===== config.mk =====
export PLATFORM = sky130hd
export DESIGN_NAME = cb_row_agd
export DESIGN_NICKNAME = d
export VERILOG_FILES = /design/src/rtl/cb_row_agd.sv
export SDC_FILE = /design/constraint.sdc
export NUM_CORES = 1
export LEC_CHECK = 0
export ABC_AREA = 1
export CAP_MARGIN = 10
export CORE_MARGIN = 5
export CORE_UTILIZATION = 40
export DETAILED_ROUTE_END_ITERATION = 6
export PLACE_DENSITY = 0.63
export SYNTH_ARGS = -nofsm -noshare
export SYNTH_HDL_FRONTEND = slang
export SYNTH_SLANG_ARGS = --single-unit

===== constraint.sdc =====
create_clock -name clk -period 2.45 [get_ports clk]
set_clock_uncertainty 0.05 [all_clocks]
set_input_delay 0.245 -clock clk [delete_from_list [all_inputs] [get_ports clk]]
set_output_delay 0.245 -clock clk [all_outputs]
set_load 0.01 [all_outputs]

===== src/rtl/cb_row_agd.sv =====
// ---------------------------------------------------------------------------
// cb_row_agd -- covariance-buffer row address generator
//
// Walks a column range of one group pair and emits one buffer address per
// (column, row) beat: for col = col_start .. effective end, row 0 then row 1,
// addr = base + 2*col + row (modulo 2^CB_AW). Beats use a valid/ready
// handshake; a burst ends with a one-cycle done pulse.
//
// Optional build macro: CB_ROW_AGD_BOUND_CHECK_EN
//   defined   : col_end beyond 2*g+1 is clamped to 2*g+1 and err is raised.
//   undefined : col_end is used as given and err stays 0.
//
// Ports
//   clk          in   clock, rising edge
//   sys_rst      in   synchronous active-high reset
//   start        in   one-cycle burst request, honoured only when idle
//   base_addr    in   [CB_AW]      group base address, 2*(g*g+g)
//   group_cnt    in   [ROW_LEN]    group index g
//   col_start    in   [ROW_LEN+1]  first column (inclusive)
//   col_end      in   [ROW_LEN+1]  last column (inclusive)
//   addr_out     out  [CB_AW]      generated address
//   row_sel      out  row of the current beat (0/1)
//   col_out      out  [ROW_LEN+1]  column of the current beat
//   addr_valid   out  beat valid
//   addr_ready   in   downstream accepts the beat
//   last         out  final beat of the burst
//   busy         out  not idle
//   done         out  one-cycle burst-complete pulse
//   err          out  sticky range error, cleared by the next accepted start
// ---------------------------------------------------------------------------
module cb_row_agd #(
    parameter int CB_AW   = 17,
    parameter int ROW_LEN = 10
) (
    input  logic               clk,
    input  logic               sys_rst,
    input  logic               start,
    input  logic [CB_AW-1:0]   base_addr,
    input  logic [ROW_LEN-1:0] group_cnt,
    input  logic [ROW_LEN:0]   col_start,
    input  logic [ROW_LEN:0]   col_end,
    output logic [CB_AW-1:0]   addr_out,
    output logic               row_sel,
    output logic [ROW_LEN:0]   col_out,
    output logic               addr_valid,
    input  logic               addr_ready,
    output logic               last,
    output logic               busy,
    output logic               done,
    output logic               err
);

    localparam logic [1:0] S_IDLE = 2'd0;
    localparam logic [1:0] S_CALC = 2'd1;
    localparam logic [1:0] S_RUN  = 2'd2;
    localparam logic [1:0] S_DONE = 2'd3;

    // base + 2*col + row, computed wide and truncated to the buffer width
    function automatic logic [CB_AW-1:0] calc_addr(
        input logic [CB_AW-1:0] b,
        input logic [ROW_LEN:0] c,
        input logic             r
    );
        logic [CB_AW+ROW_LEN+1:0] sum;
        sum = {{(ROW_LEN+2){1'b0}}, b}
            + {{CB_AW{1'b0}}, c, 1'b0}
            + {{(CB_AW+ROW_LEN+1){1'b0}}, r};
        return sum[CB_AW-1:0];
    endfunction

    logic [1:0]         state_q, state_d;
    logic [CB_AW-1:0]   base_q, base_d;
    logic [ROW_LEN:0]   cs_q, cs_d;
    logic [ROW_LEN:0]   ce_q, ce_d;
    logic [ROW_LEN:0]   eff_q, eff_d;
    logic [ROW_LEN:0]   col_q, col_d;
    logic               row_q, row_d;
    logic [CB_AW-1:0]   addr_q, addr_d;
    logic               valid_q, valid_d;
    logic               last_q, last_d;
    logic               busy_q, busy_d;
    logic               done_q, done_d;
    logic               err_q, err_d;
    logic [ROW_LEN:0]   eff_s;
    logic [ROW_LEN:0]   col_inc_s;
`ifdef CB_ROW_AGD_BOUND_CHECK_EN
    logic [ROW_LEN-1:0] grp_q, grp_d;
    logic [ROW_LEN:0]   limit_s;
`endif

    assign col_inc_s = col_q + {{ROW_LEN{1'b0}}, 1'b1};

    // Effective end column: clamped to 2*g+1 only when bound checking is built in
    always_comb begin
`ifdef CB_ROW_AGD_BOUND_CHECK_EN
        limit_s = {grp_q, 1'b1};
        if (ce_q > limit_s) begin
            eff_s = limit_s;
        end else begin
            eff_s = ce_q;
        end
`else
        eff_s = ce_q;
`endif
    end

    // Next-state and datapath for the burst FSM
    always_comb begin
        state_d = state_q;
        base_d  = base_q;
        cs_d    = cs_q;
        ce_d    = ce_q;
        eff_d   = eff_q;
        col_d   = col_q;
        row_d   = row_q;
        addr_d  = addr_q;
        valid_d = valid_q;
        last_d  = last_q;
        done_d  = 1'b0;
        err_d   = err_q;
`ifdef CB_ROW_AGD_BOUND_CHECK_EN
        grp_d   = grp_q;
`endif
        case (state_q)
            S_IDLE: begin
                if (start) begin
                    state_d = S_CALC;
                    base_d  = base_addr;
                    cs_d    = col_start;
                    ce_d    = col_end;
                    err_d   = 1'b0;
`ifdef CB_ROW_AGD_BOUND_CHECK_EN
                    grp_d   = group_cnt;
`endif
                end else begin
                    state_d = S_IDLE;
                end
            end
            S_CALC: begin
                eff_d = eff_s;
`ifdef CB_ROW_AGD_BOUND_CHECK_EN
                err_d = (ce_q > limit_s);
`else
                err_d = 1'b0;
`endif
                if (cs_q > eff_s) begin
                    // empty range: skip straight to completion
                    state_d = S_DONE;
                    done_d  = 1'b1;
                end else begin
                    state_d = S_RUN;
                    col_d   = cs_q;
                    row_d   = 1'b0;
                    addr_d  = calc_addr(base_q, cs_q, 1'b0);
                    valid_d = 1'b1;
                    last_d  = 1'b0;
                end
            end
            S_RUN: begin
                if (valid_q && addr_ready) begin
                    if (last_q) begin
                        state_d = S_DONE;
                        valid_d = 1'b0;
                        last_d  = 1'b0;
                        done_d  = 1'b1;
                    end else if (!row_q) begin
                        row_d  = 1'b1;
                        addr_d = calc_addr(base_q, col_q, 1'b1);
                        last_d = (col_q == eff_q);
                    end else begin
                        col_d  = col_inc_s;
                        row_d  = 1'b0;
                        addr_d = calc_addr(base_q, col_inc_s, 1'b0);
                        last_d = 1'b0;
                    end
                end else begin
                    state_d = S_RUN;
                end
            end
            S_DONE: begin
                state_d = S_IDLE;
            end
            default: begin
                state_d = S_IDLE;
                valid_d = 1'b0;
                last_d  = 1'b0;
            end
        endcase
        busy_d = (state_d != S_IDLE);
    end

    // State and output registers with synchronous reset
    always_ff @(posedge clk) begin
        if (sys_rst) begin
            state_q <= S_IDLE;
            base_q  <= {CB_AW{1'b0}};
            cs_q    <= {(ROW_LEN+1){1'b0}};
            ce_q    <= {(ROW_LEN+1){1'b0}};
            eff_q   <= {(ROW_LEN+1){1'b0}};
            col_q   <= {(ROW_LEN+1){1'b0}};
            row_q   <= 1'b0;
            addr_q  <= {CB_AW{1'b0}};
            valid_q <= 1'b0;
            last_q  <= 1'b0;
            busy_q  <= 1'b0;
            done_q  <= 1'b0;
            err_q   <= 1'b0;
`ifdef CB_ROW_AGD_BOUND_CHECK_EN
            grp_q   <= {ROW_LEN{1'b0}};
`endif
        end else begin
            state_q <= state_d;
            base_q  <= base_d;
            cs_q    <= cs_d;
            ce_q    <= ce_d;
            eff_q   <= eff_d;
            col_q   <= col_d;
            row_q   <= row_d;
            addr_q  <= addr_d;
            valid_q <= valid_d;
            last_q  <= last_d;
            busy_q  <= busy_d;
            done_q  <= done_d;
            err_q   <= err_d;
`ifdef CB_ROW_AGD_BOUND_CHECK_EN
            grp_q   <= grp_d;
`endif
        end
    end

    assign addr_out   = addr_q;
    assign row_sel    = row_q;
    assign col_out    = col_q;
    assign addr_valid = valid_q;
    assign last       = last_q;
    assign busy       = busy_q;
    assign done       = done_q;
    assign err        = err_q;

endmodule


Word-level counts from Yosys, hierarchy flattened
Cells that the tools add are included.

Add/sub/neg operators: 5. $mul: 0. Div/mod/pow operators: 0. Magnitude comparators: 1. Equality and inequality tests: 10. Shift operators: 0. Multiplexer cells: 34. Bitwise gates (word level): 0. Reductions and logical operators: 11.

Operators with widths (number): $mux 17 (4); $add 17x12->17 (3); $mux 11 (4); $pmux 17 s2 (1); $pmux 11 s2 (1); $add 17x1->17 const B (1); $mux 1 (16); $ne 2x2->1 const B (6); $add 11x1->11 const B (1); $eq 11x11->1 (1); $gt 11x11->1 (1); $pmux 1 s2 (5); $pmux 2 s4 (1); $reduce_and 4->1 (2); $reduce_bool 2->1 (3); $reduce_and 5->1 (1); $eq 2x2->1 const B (2); $mux 2 (2); $reduce_and 2->1 (2); $reduce_and 3->1 (1); $eq 2x1->1 const B (1); $logic_not 2->1 (1); $logic_and 1x1->1 (1).

Bits in registers: 86. Bits in latches: 0. Memory bits (writable): 0. ROM bits: 0. Bits of input ports: 53. Output and inout bits: 34. Memories: 0.

Longest topological paths before layout
Word-level depth: 6. Gate-level depth with buffers: 20. Depth with buffers taken out: 20.

Worst setup path before layout
Ideal clock, no wire load.

Path type: reg2reg. Start point: register col_q[0] (netlist: col_out[0]). End point: register addr_q[16] (netlist: addr_out[16]). Setup time: 111 ps. Data arrival time: 2400 ps. Data required time: 2289 ps. Slack: -112 ps. Cell stages (with the launch flop): 20. Buffers on the path: 0. Period minus slack after synthesis: 2562 ps. Cell sequence: dfxtp_1 -> ha_1 -> nand3_1 -> nor2_1 -> nand4_1 -> nor2_1 -> nand2_1 -> nand2_1 -> inv_1 -> ha_1 -> a21oi_1 -> o21ai_0 -> nor2_1 -> nand2_1 -> nand2_1 -> nand2_1 -> nand3_1 -> nand2_1 -> nor2_1 -> nor2_1.

Cells in the longest elaborated chain, start to end: 6. Elaborated cells between the ends (all ways): 8.

Ends and longest elaborated chain: from (decl) (RTL line 76) `logic [ROW_LEN:0] col_q, col_d;`; from (signal assigned) (RTL line 200) `col_q <= {(ROW_LEN+1){1'b0}};`; from (signal assigned) (RTL line 217) `col_q <= col_d;`; $add 17x12->17 / $add 11x1->11 (equally long branches) (RTL line 66, 91); $add 17x1->17 / $add 17x12->17 (equally long branches) (RTL line 67, 66); $mux 17 (*) (RTL line 166) `end else if (!row_q) begin`; $mux 17 (*) (RTL line 161) `if (last_q) begin`; $mux 17 (*) (RTL line 160) `if (valid_q && addr_ready) begin`; $pmux 17 s2 (*) (RTL line 124) `case (state_q)`; to (signal assigned) (RTL line 202) `addr_q <= {CB_AW{1'b0}};`; to (signal assigned) (RTL line 219) `addr_q <= addr_d;`; to (decl) (RTL line 78) `logic [CB_AW-1:0] addr_q, addr_d;`.

Every way passes the cells marked *; elsewhere a longest branch is shown, timed or not. The select of a mux whose other input is x is not followed. A chain may end at the register's enable or synchronous reset.

Worst setup path after layout
Start point: register col_q[0] (netlist: col_out[0]). End point: register addr_q[15] (netlist: addr_out[15]).

The elaborated chain is that of the path after synthesis.

==> results.json <==
{
  "core_area_um2": 15710,
  "sw_frac_of_total": 0.3672,
  "grt_max_degree": 37,
  "routed_via_density": 4.811,
  "cp.arrival_ps": 2720,
  "cts_tree": "yes",
  "ys.flop_type": "dfxtp_1",
  "violations": "negative setup slack",
  "areaGrowthSynthToFinish_pct": 32.76,
  "ys_seq_area_frac": 0.2686,
  "cts_hold_buf": 0,
  "grt_pass1_vias": 6152,
  "path_cells": "buf_6 > inv_4 > nor3_4 > nand4_1 > or2_0 > nand2_1 > inv_2 > ha_4 > nand2_2 > inv_2 > nand2_1 > nor3_2 > nand2_1 > nand2_2 > nand2_2 > nand4_1 > nand3_1 > nand2_1 > inv_1",
  "synth_top_area_cell": "dfxtp_1",
  "rsz0062_at_grt": "true",
  "grt_usage": 0.2142,
  "layout_setup_ws_ps": -59.83,
  "place.gp.congestion": 0.9228,
  "internal-power_mw": 3.249,
  "ioPinCount": 87,
  "netlist_top_cells_count": "nand2_1 (285), nor2_1 (128), inv_1 (127)",
  "sequentialPowerShare": 0.328,
  "drv_cap": 0,
  "setup-tns-final_ps": -262.0,
  "total_power_mw": 5.135,
  "fp.dieArea_um2": 18460,
  "timing.fmax_mhz": 398.4,
  "layout.nets": 1238,
  "place_hpwl_um": 14870,
  "synth_nets": 1113,
  "critical_path_class": "flip-flop to flip-flop",
  "clockPowerShare": 0.273,
  "initial_core_util": 0.4032,
  "endpoint_kind": "flip-flop",
  "numCtsBuffers": 9,
  "synth_top_area_share": 0.2686,
  "fin_crit_ps": 2510,
  "fin_area_um2": 8412,
  "vias": 6500,
  "worst_slew_pin_slew_ps": 642.3,
  "postSynthCellCount": 1006,
  "worst_setup_path_start_kind": "flip-flop",
  "std_cell_rows": 46,
  "h-tree-depth": 3,
  "ir_drop_v": 0.0003698,
  "slowest_stage": "dfxtp_4",
  "hold_viol": 0,
  "grt-ovfl-total": 0,
  "ant_nets": 0,
  "path_common_cell": "nand2_1",
  "power.leakage_nw": 4.120,
  "cp_max_fo": 4,
  "slew_viol_final": 0,
  "die-height_um": 135.9,
  "cts-root-buf": "clkbuf_16",
  "clock_path_buffers": 2,
  "setup_viol": 8,
  "yosys_warnings": 0,
  "placed_area_um2": 7662,
  "switching_power_mw": 1.886,
  "antenna_found_initial": 0,
  "status": "finished with violations",
  "cpPeakStageDelay_ps": 370,
  "chipWidth_um": 135.9,
  "port_buffers": 75,
  "wl_um": 19320,
  "ys_ff_latch": 85,
  "drt_pass1_iterations": 5,
  "drt-initial-drc-count": 327,
  "drc": 0,
  "grt_pass1_wl_um": 31020,
  "wl_per_cell_um": 14.30,
  "fin_util": 0.5354,
  "cp.required_ps": 2660,
  "timing.hold.ws_ps": 427.6,
  "hold_class": "flip-flop to flip-flop",
  "avgSynthCellArea_um2": 6.298,
  "worstSkewPairLatency_ps": 360,
  "synth_cell_types": 45,
  "num_antenna_cells": 0,
  "synth_most_common_cell": "nand2_1",
  "async_flop_share": 0,
  "combPwrFrac": 0.399,
  "clkTransAtPathRegs_ps": 70,
  "synth_edf_count": 0,
  "clock_sink_count": 85,
  "slew_headroom": 0.5703,
  "synth_area_leaders": "dfxtp_1 (27%), nand2_1 (17%), ha_1 (10%)",
  "post-route-period-util": 1.024,
  "synth_area_um2": 6336,
  "powerDensity_nw_per_um2": 610.4,
  "drive_gt1_frac": 0.1780
}
[final timing paths]
check	start	end	slack [ps]	depth (start not counted)
min	addr_out[1]	addr_out[1]	430	2
max	col_out[0]	addr_out[15]	-60	19
min reg2reg	addr_out[1]	addr_out[1]	430	2
max reg2reg	col_out[0]	addr_out[15]	-60	19
[flip-flops by register name (all words and copies together) (netlist names)]
| register | cells |
|---|---|
| row_sel | 1 |
| busy | 1 |
| last | 1 |
| addr_out | 17 |
| addr_valid | 1 |
| done | 1 |
| col_out | 11 |
| state_q | 2 |
| cs_q | 11 |
| eff_q | 11 |
| base_q | 17 |
| ce_q | 11 |
[layout by cell type, fill, tap and decap left out, types with 5 or more instances in the layout]
cell	n
xnor2_1	16
xor2_1	7
inv_2	14
nand2_2	31
nand2_4	5
nor2_2	7
o21ai_0	66
ha_1	43
nor2_1	122
a21oi_1	64
clkbuf_16	9
dfxtp_1	81
ha_4	8
inv_1	114
nand3b_1	5
buf_4	67
nand3_2	9
nor3_1	5
nand2_1	256
clkdlybuf4s50_1	75
nand3_1	40
a21oi_2	15
nand4_1	10
o21ai_1	7
[stage by stage]
stage,instances,setup slack (ps)
floorplan,1006,0.7889
global placement,1328,-165.5
detailed placement,1328,-221.7
CTS,1348,-25.71
global route,1351,-253.4
finish,1351,-59.83
[repair_timing]
action	CTS	global route
buffers inserted	5	3
setup endpoints to repair	12	12
pin swaps	22	51
gates resized for setup	54	57
[layout make-up]
| class | count | area [µm²] |
|---|---|---|
| clock buffers | 11 | 242.7 |
| clock inverters | 4 | 48.80 |
| fillers | 1593 | 7301 |
| inverters | 133 | 506.7 |
| multi-input cells | 758 | 4353 |
| flip-flops and latches | 85 | 1714 |
| well taps | 216 | 270.3 |
| repair buffers | 144 | 1276 |
[kinds of logic after synthesis]
logic type	count (synthesis)	share of synthesized area
and+or+nand+nor	509	0.3379
AOI/OAI and AO/OA	169	0.1440
buffers and inverters	163	0.1041
DFF	85	0.2686
adders and majority gates	54	0.1102
xor gates and xnor gates	24	0.03318
other	1	0.0005918
muxes	1	0.001580
[power groups by stage]
stage / clock network [mW] / registers, mW / logic (mW)
2_1_floorplan: 0 / 1.72 / 1.15
3_3_place_gp: 0 / 1.70 / 1.86
3_5_place_dp: 0 / 1.71 / 1.88
4_1_cts: 1.42 / 1.69 / 1.97
5_1_grt: 1.47 / 1.71 / 2.29
6_report: 1.40 / 1.68 / 2.05
[metal layers]
metal  vias up  part of all wire  track usage
li1       3454                 -            -
met1      2864              0.45       0.2656
met2       145              0.48       0.3739
met3        37             0.049      0.03849
met4         0             0.028      0.07391
met5         -                 0            0
[critical path, delay by kind of cell (launching register included)]
family	cells	cell delay [ps]
and+or+nand+nor	13	1390
adders and majority gates	1	300
DFF	1	370
buffers and inverters	5	290
(Power assumes the default switching activity.)
==> edit 1 (same flow settings) <==
Set the parameter `CB_AW` to 34 (it was 17).
--- a/src/rtl/cb_row_agd.sv
+++ b/src/rtl/cb_row_agd.sv
@@ -31,3 +31,3 @@
 module cb_row_agd #(
-    parameter int CB_AW   = 17,
+    parameter int CB_AW   = 34,
     parameter int ROW_LEN = 10
Interface: changed (resized addr_out and base_addr); port bits go from 87 to 121. The function was not compared with the original's and may differ.
==> edit 1 against the unedited design <==
- the flow still finishes with violations (negative setup slack)
- synthesized area increased by 29%
- count of clock-buffer cells in the layout increased by 7
- routed wire length increased by 45%
- cell area increased by 35%
- utilization increased by 2.8 points
- sequential cell count increased by 34
- worst setup slack got worse by 320 ps
- power increased by 50%
- critical endpoint is now addr_out[16]
==> edit 1: results (changes against the unedited design) <==
stage,metric,value,unit,change
outcome,status,"finished, violations left",,unchanged
outcome,violations,negative setup slack,,unchanged
global_route,grt_pass1_wl,44000,um,was 31000 um
critical_path,arrival,3150,ps,was 2720 ps
clocking,cts_buffer_depth,2,,unchanged
timing,setup_viol,28,,was 8
final_layout,final.fill_count,1978,,was 1593
global_route,antenna_found_initial,0,,unchanged
global_route,groute.usage.overall,23.4,%,was 21.4%
placement,portBuffers,109,,was 75
synth,ys_async_sr_fraction,0,%,unchanged
final_layout,diodes,0,,unchanged
timing,worst_slew_pin_slew,570,ps,was 642 ps
synth,synth_cell_types,43,,was 45
clocking,numCtsBuffers,17,,was 9
power_and_ir_drop,p_leak,5.37,nW,was 4.12 nW
clocking,path_clk_slew,60,ps,
synth,synth-edff-count,0,,unchanged
synth,syn_nets,1412,,was 1113
global_route,grt_max_degree,98,,was 37
final_layout,drive_above_1_share,18.0,%,was 17.8%
clocking,clk_latency,430,ps,was 360 ps
synth,synth_top_cells_by_area,"dfxtp_1, nand2_1, inv_1",,"was dfxtp_1, nand2_1, ha_1"
worst_hold_path,hp-class,in2reg,,was reg2reg
worst_hold_path,min_from,col_start[5],,was addr_out[1]
drt,firstDrtPassIters,5,,unchanged
clocking,cts_root_buf,clkbuf_16,,unchanged
drt,first_iter_violations,600,,was 327
drt,finalWirelength,28000,um,was 19300 um
synth,yosysSeqAreaShare,29.3,%,was 26.9%
placement,detailed_place_hpwl,20500,um,was 14900 um
power_and_ir_drop,peakVddDrop,0.000500,V,was 0.000370 V
synth,synth_area_leader_cell,dfxtp_1,,unchanged
placement,gp_congestion,1.02,,was 0.923
synth,yosys_warnings,0,,unchanged
synth,netlist_top_cells_count,"nand2_1, inv_1, nor2_1, a21oi_1, dfxtp_1",,"was nand2_1, nor2_1, inv_1, dfxtp_1"
final_layout,nets,1587,,was 1238
clocking,htreeDepth,4,,was 3
timing,timing.final.ws_setup,-382,ps,was -59.8 ps
drt,via_per_inst,5.02,,was 4.81
critical_path,crit_fanout,5,,was 4
critical_path,critPathLaunch,col_out[2],,was col_out[0]
global_route,grt_pass1_vias,8290,,was 6152
[edit 1: cell types whose count changed after synthesis, moves of 8 or more]
cell,change
dfxtp_1,+34
o21ai_0,+19
a21oi_1,+47
nand2_1,+68
clkbuf_1,+9
nor3_1,+8
nand3_1,+30
inv_1,+53
[edit 1: routing by layer]
metal / GRT usage, % / vias up / part of all wire [%]
met5: 0 / - / 0
met4: 7.81 / 0 / 2.8
met3: 5.25 / 57 / 6.5
met2: 37.8 / 284 / 46
met1: 31.1 / 3968 / 45
li1: - / 4469 / -
[edit 1: worst paths after layout]
check	endpoint	slack, ps	depth (start not counted)
setup / recovery	addr_out[16]	-380	20
hold / removal	cs_q[5]	390	3
setup reg to reg	addr_out[16]	-380	20
hold reg to reg	eff_q[0]	430	2
[edit 1: critical path, cell delays in order (launching register included)]
cell     delay, ps
dfxtp_4        380
inv_4           60
nor4_4         370
nand2_1        130
buf_4          160
nand2_2         60
nand2_2         70
inv_2           70
ha_4           220
nand2_4        100
inv_4           40
a21oi_2        130
nand2_2         80
nand2_1         60
nand2_1         80
nand2_1         80
nand3_2         70
buf_6          140
buf_4          130
xor2_1         130
a21oi_1        130
[edit 1: power by group]
group	internal, mW	switching (mW)
Sequential	2.18	0.243
Clock	1.84	0.983
Combinational	1.08	1.39
[edit 1: logic make-up after synthesis]
family	count (synthesis)	share of synthesized area (%)
multiplexers	1	0.123
AO/OA/AOI/OAI	231	14.6
AND/OR/NAND/NOR	617	32.3
other	1	0.0461
buffers and inverters	234	11.6
XOR/XNOR	35	3.76
adder cells (fa/ha/maj)	52	8.27
flip-flops	119	29.3
[edit 1: what timing repair did]
item                                    CTS  global route
pin swaps                                33            44
gates resized for setup                  71            61
hold buffers                              0             0
setup buffers                             8             9
cloned                                    1             0
endpoints found under the setup margin   28            29
[edit 1: cell type report]
| type | count | area share [%] |
|---|---|---|
| clock buffer | 18 | 3.87 |
| clock inverter | 13 | 1.92 |
| inverter | 186 | 6.24 |
| multi-input combinational | 938 | 47.5 |
| sequential | 119 | 21.1 |
| tap | 270 | 2.98 |
| timing repair buffer | 203 | 16.4 |
[edit 1: through the flow]
stage | power, mW | utilization [%] | setup TNS (ps) | std cells | area (sq um)
after floorplan | 3.78 | - | -1.88 | 1290 | 8220
after global placement | 4.70 | 49.6 | -6440 | 1698 | 10000
after detailed placement | 4.72 | 49.6 | -7710 | 1698 | 10000
after CTS | 7.65 | 54.8 | -3900 | 1738 | 11100
after global routing | 8.15 | 56.3 | -12650 | 1747 | 11400
final | 7.72 | 56.3 | -8350 | 1747 | 11400
==> edit 2 (config.mk and constraints unchanged) <==
Made on the original files. Put one more register stage on the output `err`, cleared by the reset. The value now appears one clock later. The other outputs are not delayed to match.
--- a/src/rtl/cb_row_agd.sv
+++ b/src/rtl/cb_row_agd.sv
@@ -237,3 +237,9 @@
     assign done       = done_q;
-    assign err        = err_q;
+    always_ff @(posedge clk) begin
+        if (sys_rst) begin
+            err <= '0;
+        end else begin
+            err <= err_q;
+        end
+    end
 
Check against the original RTL: same outputs for any inputs over 4 cycles, from zero or initial values and one cycle with sys_rst high; that may be too few to reach the edited logic, so the function may still have changed.
==> edit 2 against the unedited design <==
- the flow still finishes with violations (negative setup slack)
- final cell count is 0.67% higher
- largest power group unchanged
- fmax up 0.86%
- critical endpoint is now col_out[9]
- sequential power is essentially flat
- sequential cell count is the same
- power is 0.79% lower
- utilization rose by 1.1 points
- non-clock buffer count is 8 higher
- routed wire length is 0.98% higher
- synthesized cell count did not move
- synthesized area decreased by 0.20%
- cell area increased by 2.1%
- worst setup slack improved by 21 ps
- die area is 0.18% lower
==> edit 2: results (changes against the unedited design) <==
stage,metric,value,unit,change
power_and_ir_drop,peakVddDrop,0.000429,V,was 0.000370 V
critical_path,crit_fanout,3,,was 4
final_layout,signal_buffers,152,,was 144
synth,netlist_top_cells_count,"nand2_1, inv_1, nor2_1, dfxtp_1, a21oi_1",,"was nand2_1, nor2_1, inv_1, dfxtp_1"
timing,setup_viol,4,,was 8
final_layout,num-clock-buffers,10,,was 11
synth,synth_cell_types,47,,was 45
critical_path,r2r_setup_slack,-40,ps,was -60 ps
final_layout,final_core_util,54.7,%,was 53.5%
final_layout,clock_area_share,3.29,%,was 3.47%
final_layout,nets,1246,,was 1238
synth,synth_top_cells_by_area,"dfxtp_1, nand2_1, ha_1",,unchanged
clocking,path_clk_slew,70,ps,about the same
critical_path,slowest_stage,dfxtp_2,,was dfxtp_4
critical_path,path_delay_family,buffers and inverters,,was simple AND/OR/NAND/NOR gates
final_layout,drive_above_1_share,19.8,%,was 17.8%
synth,synth_mux_area_share,0.158,%,about the same
synth,synth-compound-area-share,14.2,%,was 14.4%
worst_hold_path,hp-class,reg2reg,,unchanged
power_and_ir_drop,p_leak,4.17,nW,was 4.12 nW
critical_path,critPathLaunch,col_out[2],,was col_out[0]
final_layout,buf_share,15.8,%,was 15.2%
drt,first_iter_violations,368,,was 327
critical_path,slowest_delay,330,ps,was 370 ps
placement,place_ws,-223,ps,was -222 ps
final_layout,multi_input_area,4450,sq um,was 4350 sq um
drt,wire_per_inst,14.3,um,about the same
placement,detailed_place_hpwl,14900,um,about the same
clocking,cts_setup_buffers,14,,was 5
placement,postPlaceCellArea,7640,sq um,was 7660 sq um
synth,yosysSeqAreaShare,26.9,%,about the same
critical_path,arrival,2680,ps,was 2720 ps
timing,timing.final.ws_setup,-38.4,ps,was -59.8 ps
global_route,grt_pass1_wl,31200,um,was 31000 um
global_route,grtUsageMet3,3.49,%,was 3.85%
synth,synth-xor-area-share,3.32,%,about the same
drt,vias,6658,,was 6500
final_layout,seq_area_share,20.0,%,was 20.4%
timing,worst_slew_pin_slew,508,ps,was 642 ps
drt,wl_met3,725,um,was 938 um
clocking,post_cts_resized,53,,was 54
synth,synthAdderAreaFrac,11.0,%,about the same
drt,dr_wl_met2,9640,um,was 9210 um
critical_path,reg2reg_to,col_out[9],,was addr_out[15]
global_route,grt_util_met2,38.0,%,was 37.4%
outcome,status,"finished, violations left",,unchanged
placement,gp_congestion,0.939,,was 0.923
global_route,grt_max_degree,41,,was 37
power_and_ir_drop,power.internal,3.18,mW,was 3.25 mW
critical_path,r2r_cells,17,,was 19
outcome,violations,negative setup slack,,unchanged
synth,yosys_warnings,0,,unchanged
edit 2: changes by cell type in the layout (fill, tap and decap cells not counted), moves of 4 or more:
cell | before | now
nor2_4 | 1 | 5
nand2_1 | 256 | 252
nand2_2 | 31 | 35
buf_4 | 67 | 71
edit 2: power groups by stage:
stage	combinational [mW]	clock [mW]	sequential (mW)
after floorplan	1.14	0	1.72
after global placement	1.85	0	1.70
after detailed placement	1.87	0	1.70
after CTS	1.95	1.35	1.68
after global routing	2.34	1.41	1.70
final	2.10	1.31	1.68
edit 2: stage by stage:
stage	std cells	hold WS (ps)	setup TNS, ps	total power, mW
4_1_cts	1355	428	-3.49	4.98
3_5_place_dp	1325	418	-1540	3.58
2_1_floorplan	1006	275	0	2.86
6_report	1360	430	-108	5.09
5_1_grt	1360	448	-1790	5.45
3_3_place_gp	1325	416	-1220	3.55
